--- src/rtl/line_arbiter_pkg.sv ---
// Shared types and defaults for the cache-line arbiter.
package line_arbiter_pkg;

  localparam int DEF_LINE_W = 256;
  localparam int DEF_ADDR_W = 32;

  typedef enum logic [1:0] {
    IDLE = 2'd0,
    BUSY = 2'd1,
    DONE = 2'd2
  } arb_state_t;

endpackage

--- src/rtl/line_arbiter_picker.sv ---
// Combinational winner selection: round-robin after ptr,
// or fixed priority with the lowest index winning.
module rr_picker
  import line_arbiter_pkg::*;
#(
  parameter int NUM_PORTS = 3,
  parameter int IDX_W     = $clog2(NUM_PORTS)
) (
  input  logic [NUM_PORTS-1:0] req,
  input  logic [IDX_W-1:0]     ptr,
  input  logic                 rr_mode,
  output logic [IDX_W-1:0]     idx,
  output logic                 valid
);

  function automatic logic [IDX_W-1:0] wrap(input int v);
    return IDX_W'(v % NUM_PORTS);
  endfunction

  // Scan from lowest to highest priority so the last hit wins.
  always_comb begin
    idx   = '0;
    valid = |req;
    if (rr_mode) begin
      for (int k = NUM_PORTS; k >= 1; k--) begin
        if (req[wrap(int'(ptr) + k)]) begin
          idx = wrap(int'(ptr) + k);
        end
      end
    end else begin
      for (int i = NUM_PORTS - 1; i >= 0; i--) begin
        if (req[i]) begin
          idx = IDX_W'(i);
        end
      end
    end
  end

endmodule

--- src/rtl/line_arbiter.sv ---
// Arbitrates several cache-line requesters onto one memory port,
// one transaction at a time with a DONE gap between grants.
module line_arbiter
  import line_arbiter_pkg::*;
#(
  parameter int NUM_PORTS = 3,
  parameter int LINE_W    = DEF_LINE_W,
  parameter int ADDR_W    = DEF_ADDR_W,
  parameter int RR_MODE   = 1
) (
  input  logic                              clk,
  input  logic                              rst,
  input  logic [NUM_PORTS-1:0]              up_read,
  input  logic [NUM_PORTS-1:0]              up_write,
  input  logic [NUM_PORTS-1:0][ADDR_W-1:0]  up_addr,
  input  logic [NUM_PORTS-1:0][LINE_W-1:0]  up_wdata,
  output logic [NUM_PORTS-1:0]              up_resp,
  output logic [LINE_W-1:0]                 up_rdata,
  output logic                              mem_read,
  output logic                              mem_write,
  output logic [ADDR_W-1:0]                 mem_addr,
  output logic [LINE_W-1:0]                 mem_wdata,
  input  logic                              mem_resp,
  input  logic [LINE_W-1:0]                 mem_rdata,
  output logic [$clog2(NUM_PORTS)-1:0]      grant_id,
  output logic                              busy
);

  localparam int IDX_W = $clog2(NUM_PORTS);

  arb_state_t        state;
  arb_state_t        state_nxt;
  logic [IDX_W-1:0]  ptr;
  logic [IDX_W-1:0]  grant_q;
  logic [IDX_W-1:0]  pick_idx;
  logic              pick_valid;
  logic              grant_en;
  logic              write_q;
  logic [ADDR_W-1:0] addr_q;
  logic [LINE_W-1:0] wdata_q;
  logic [NUM_PORTS-1:0] req;

  assign req = up_read | up_write;

  rr_picker #(
    .NUM_PORTS(NUM_PORTS),
    .IDX_W    (IDX_W)
  ) u_pick (
    .req    (req),
    .ptr    (ptr),
    .rr_mode(RR_MODE != 0),
    .idx    (pick_idx),
    .valid  (pick_valid)
  );

  assign grant_en  = (state == IDLE) && pick_valid;
  assign mem_addr  = addr_q;
  assign mem_wdata = wdata_q;
  assign up_rdata  = mem_rdata;

  always_ff @(posedge clk) begin
    if (rst) begin
      state <= IDLE;
    end else begin
      state <= state_nxt;
    end
  end

  // A write request takes precedence over a simultaneous read.
  always_ff @(posedge clk) begin
    if (rst) begin
      ptr     <= IDX_W'(NUM_PORTS - 1);
      grant_q <= '0;
      write_q <= 1'b0;
      addr_q  <= '0;
      wdata_q <= '0;
    end else if (grant_en) begin
      ptr     <= pick_idx;
      grant_q <= pick_idx;
      write_q <= up_write[pick_idx];
      addr_q  <= up_addr[pick_idx];
      wdata_q <= up_wdata[pick_idx];
    end
  end

  always_comb begin
    state_nxt = state;
    up_resp   = '0;
    mem_read  = 1'b0;
    mem_write = 1'b0;
    grant_id  = '0;
    busy      = 1'b0;
    unique case (state)
      IDLE: begin
        if (pick_valid) begin
          state_nxt = BUSY;
        end
      end
      BUSY: begin
        busy      = 1'b1;
        grant_id  = grant_q;
        mem_read  = !write_q;
        mem_write = write_q;
        if (mem_resp) begin
          state_nxt = DONE;
          if (!rst) begin
            up_resp[grant_q] = 1'b1;
          end
        end
      end
      DONE: begin
        busy      = 1'b1;
        state_nxt = IDLE;
      end
      default: begin
        state_nxt = IDLE;
      end
    endcase
  end

endmodule

--- config.mk ---
export PLATFORM = sky130hd
export DESIGN_NAME = line_arbiter
export DESIGN_NICKNAME = d
export VERILOG_FILES = /design/src/rtl/line_arbiter_pkg.sv /design/src/rtl/line_arbiter_picker.sv /design/src/rtl/line_arbiter.sv
export SDC_FILE = /design/constraint.sdc
export NUM_CORES = 1
export LEC_CHECK = 0
export ABC_AREA = 1
export CAP_MARGIN = 20
export CORE_AREA = 2 2 646 648
export CTS_CLUSTER_DIAMETER = 120
export DETAILED_ROUTE_END_ITERATION = 10
export DIE_AREA = 0 0 648 650
export PLACE_DENSITY = 0.32
export SETUP_SLACK_MARGIN = 0.5
export SYNTH_ARGS = -nofsm -noshare
export SYNTH_HDL_FRONTEND = slang
export SYNTH_HIERARCHICAL = 1
export SYNTH_SLANG_ARGS = --single-unit
--- constraint.sdc ---
create_clock -name clk -period 4.2 [get_ports clk]
set_input_delay 0.42 -clock clk [delete_from_list [all_inputs] [get_ports clk]]
set_output_delay 0.42 -clock clk [all_outputs]
set_load 0.02 [all_outputs]
==> implementation parameters <==
Parameter                              Value

Global route
  Number of global-route vias before repair    27300
  GRT Resource Usage Total    12.6%
  Initial antenna violation count    333
  Pin count of the biggest net entering global routing    123
  Global-route congestion overflow total    0
  First-pass GRT wire length    336000 um

Power and ir drop
  P per Cell Area    430 mW/mm^2
  Part of the power in registers    22.2%
  Share of total power in combinational logic    49.9%
  Part of the power in the clock network    27.9%
  Maximum vdd ir drop    0.355 mV
  Sw Ratio    45.6%
  Net switching component of the power    7.84 mW
  Tot Pwr    17.2 mW
  Internal power contribution    9.35 mW
  Reported leakage power    17.4 nW

Critical path
  Required time reported for the critical path endpoint    4.82 ns
  Number of buffer and inverter instances along the worst setup path    5
  Critical path's top delay family    buffers and inverters
  Path depth of the worst reg2reg path    11
  Start point of the critical path    ptr[0]
  Critical Path Slowest Stage Cell    inv_8
  Critical path start-end classification    reg -> reg
  Kind of start point of the critical path    flip-flop
  Endpoint type of the worst setup path    flip-flop
  Logic depth of the worst setup path including buffers    11
  Crit path max fanout    77
  Worst reg2reg path startpoint    ptr[0]
  CP max stage delay    0.52 ns
  Critical Path AT    3.72 ns
  Critical path cell sequence    inv_1 -> ha_1 -> inv_2 -> nand3_1 -> nand4_1 -> a21oi_4 -> inv_8 -> buf_12 -> buf_12 -> nand3_1 -> a21oi_1

Timing
  Slew at the pin closest to its max-slew limit    1.07 ns
  Worst slack on hold paths    0.347 ns
  Ratio of final minimum period to clock period    74.0%
  Timing-limited maximum frequency    322 MHz
  Final hold violation count    0
  Setup Skew    0.0333 ns
  Total Negative Setup Slacks    0 ns
  Unrepaired setup endpoints after global routing    false
  Setup ws final    1.09 ns
  Worst slew margin relative to its limit    28.9%
  Final count of pins violating max slew    0
  Final setup violation count    0
  Final critical delay including setup and external delays    3.11 ns

Clock tree
  Buffer type at the clock tree root    clkbuf_16
  Number of setup buffers added after CTS    0
  Longest Clk Path Bufs    3
  Post-CTS sizing    0
  Total number of clock tree sinks    294
  Clock transition at the registers of the reported paths    0.06 ns
  Clock tree from TritonCTS    built
  Insertion delay to the later sink of the worst-skew pair    0.72 ns
  CTS Hold Bufs    0
  Number of buffers created by CTS    53
  H-Tree Depth    2

Synth
  Syn_area_per_cell    5.75 um^2
  Multiplexer share of the synthesized area    0%
  Number of synthesis warnings    6
  Main combinational cell family by area after synthesis    buffers and inverters
  Syn Inst Count    3781
  Xor/xnor cell area share of the yosys netlist    0%
  Seq cells post-synth    294
  Compound-cell area share of the yosys netlist    13.5%
  Area fraction in and, or, nand and nor cells after synthesis    29.3%
  Seq/Total Area, Yosys    27.1%
  Share of synthesized cell area in full adder, half adder and majority cells    0.403%
  Count of different cell masters after synthesis    22
  Synthesized area    0.0217 mm^2

Finish
  Number of nets in the final layout    5693
  Core Util, Final    9.64%
  Final cell count without fillers    10100
  Final design area excluding fillers    0.0400 mm^2
  Ratio of cells with drive above 1 in the final layout    3.74%
  Seq. cell area    0.00589 mm^2
  Layout filler cell count    48900
  Area growth from synthesis to final layout    84.0%
  Area taken by multi-input logic gates    0.00942 mm^2

Die
  Die X-Extent    648 um
  Die Footprint    0.421 mm^2
  Num rows    237
  Core area    0.415 mm^2
  IO Count    1681
  Starting Density    5.24%
  Die height    650 um

Placement
  Placed instance count    9999
  Cell area after placement    0.0381 mm^2
  Gp weighted congestion    0.816
  Setup slack at placement    0.632 ns
  Port bufs    1168
  Dpl hpwl    238000 um

Route
  Iteration-0 DRC count of the detailed router    1803
  Average routed wire per standard cell    27.1 um
  Pre-antenna DRT Iters    5
  Total number of vias    28000
  Total DRC errors in the routed layout    0
  Number of vias per cell after detailed routing    2.76
  Remaining number of nets flagged by the antenna check after routing    0
  Drt total wl    275000 um

Hold path
  Number of cells on the worst hold path    5
  Critical hold path startpoint    up_addr[14]
  Class of the tightest hold or removal check    in -> reg

Status
  Outcome    finished clean

Flow run
  Number of max-capacitance violations reported    0
## final cells by class
cell class                 count  share of cell area [%]
multi-input combinational   2086                    23.5
timing repair buffer        1231                    31.2
sequential                   294                    14.7
tap                         5497                    17.2
inverter                     891                    8.44
clock inverter                18                   0.563
clock buffer                  77                    3.97
antenna                       52                   0.325
## worst min-delay path: stages
cell and delay, ns:
clkdlybuf4s50_1 0.40, inv_1 0.05, nand2_1 0.04, nand3_1 0.06, a21oi_1 0.06
## cells in the mapped netlist
master	count	area share [%]
o21ai_0	271	6.2
buf_2	151	3.5
buf_4	264	9.1
nand3_1	587	14
inv_2	7	0.12
nand4_1	1	0.029
nand2_2	4	0.12
inv_1	884	15
nor2_1	4	0.069
ha_1	7	0.40
clkbuf_1	88	1.5
nand2_1	887	15
or2_2	3	0.086
o21ai_1	20	0.46
nand3_2	2	0.092
a21oi_1	295	6.8
buf_1	6	0.10
buf_6	2	0.10
dfxtp_1	294	27
nor4_1	1	0.029
a31oi_1	2	0.058
conb_1	1	0.017
## sequential cells by signal, indices dropped and copies added (netlist names)
register / cells
write_q: 1
mem_wdata: 256
mem_addr: 32
grant_q: 1
state: 2
ptr: 2
## kinds of logic (layout without fill, tap and decap cells)
family	count (synthesis)	count (layout)
AND/OR/NAND/NOR	1489	1489
flip-flops	294	294
adder cells (fa/ha/maj)	7	7
buffers and inverters	1402	2217
AO/OA/AOI/OAI	588	588
other	1	54
## cells in the final DEF, fill, tap and decap left out, types with 7 or more instances in the layout
master / netlist / layout
o21ai_1: 20 / 20
buf_4: 264 / 39
clkbuf_1: 88 / 8
ha_1: 7 / 7
inv_1: 884 / 883
dfxtp_1: 294 / 294
clkdlybuf4s50_1: 0 / 1165
diode_2: 0 / 52
o21ai_0: 271 / 271
a21oi_1: 295 / 294
nand2_1: 887 / 886
clkbuf_16: 0 / 54
buf_12: 0 / 27
nand3_1: 587 / 587
clkbuf_8: 0 / 15
## metal layers
metal / up-vias / part of all wire [%] / GRT usage [%]
met5: - / 0.42 / 0.0229
met4: 172 / 3.2 / 3.07
met3: 685 / 13 / 6.94
met2: 1524 / 44 / 19.8
met1: 12800 / 40 / 14.8
li1: 12900 / - / -
## path summary, 6_finish.rpt
check | slack, ns | endpoint
max reg2reg | 1.09 | mem_wdata[117]
max | 1.09 | mem_wdata[117]
min | 0.35 | mem_addr[14]
min reg2reg | 0.47 | state[1]
## power by group through the flow
stage | Clock [mW] | Sequential, mW | Combinational [mW]
after floorplan | 0 | 4.52 | 3.60
final | 4.80 | 3.82 | 8.58
after detailed placement | 0 | 3.88 | 8.90
after global routing | 5.11 | 3.91 | 9.39
after CTS | 5.07 | 3.83 | 8.95
after global placement | 0 | 3.88 | 8.95
Power figures use the tool's default switching activity.
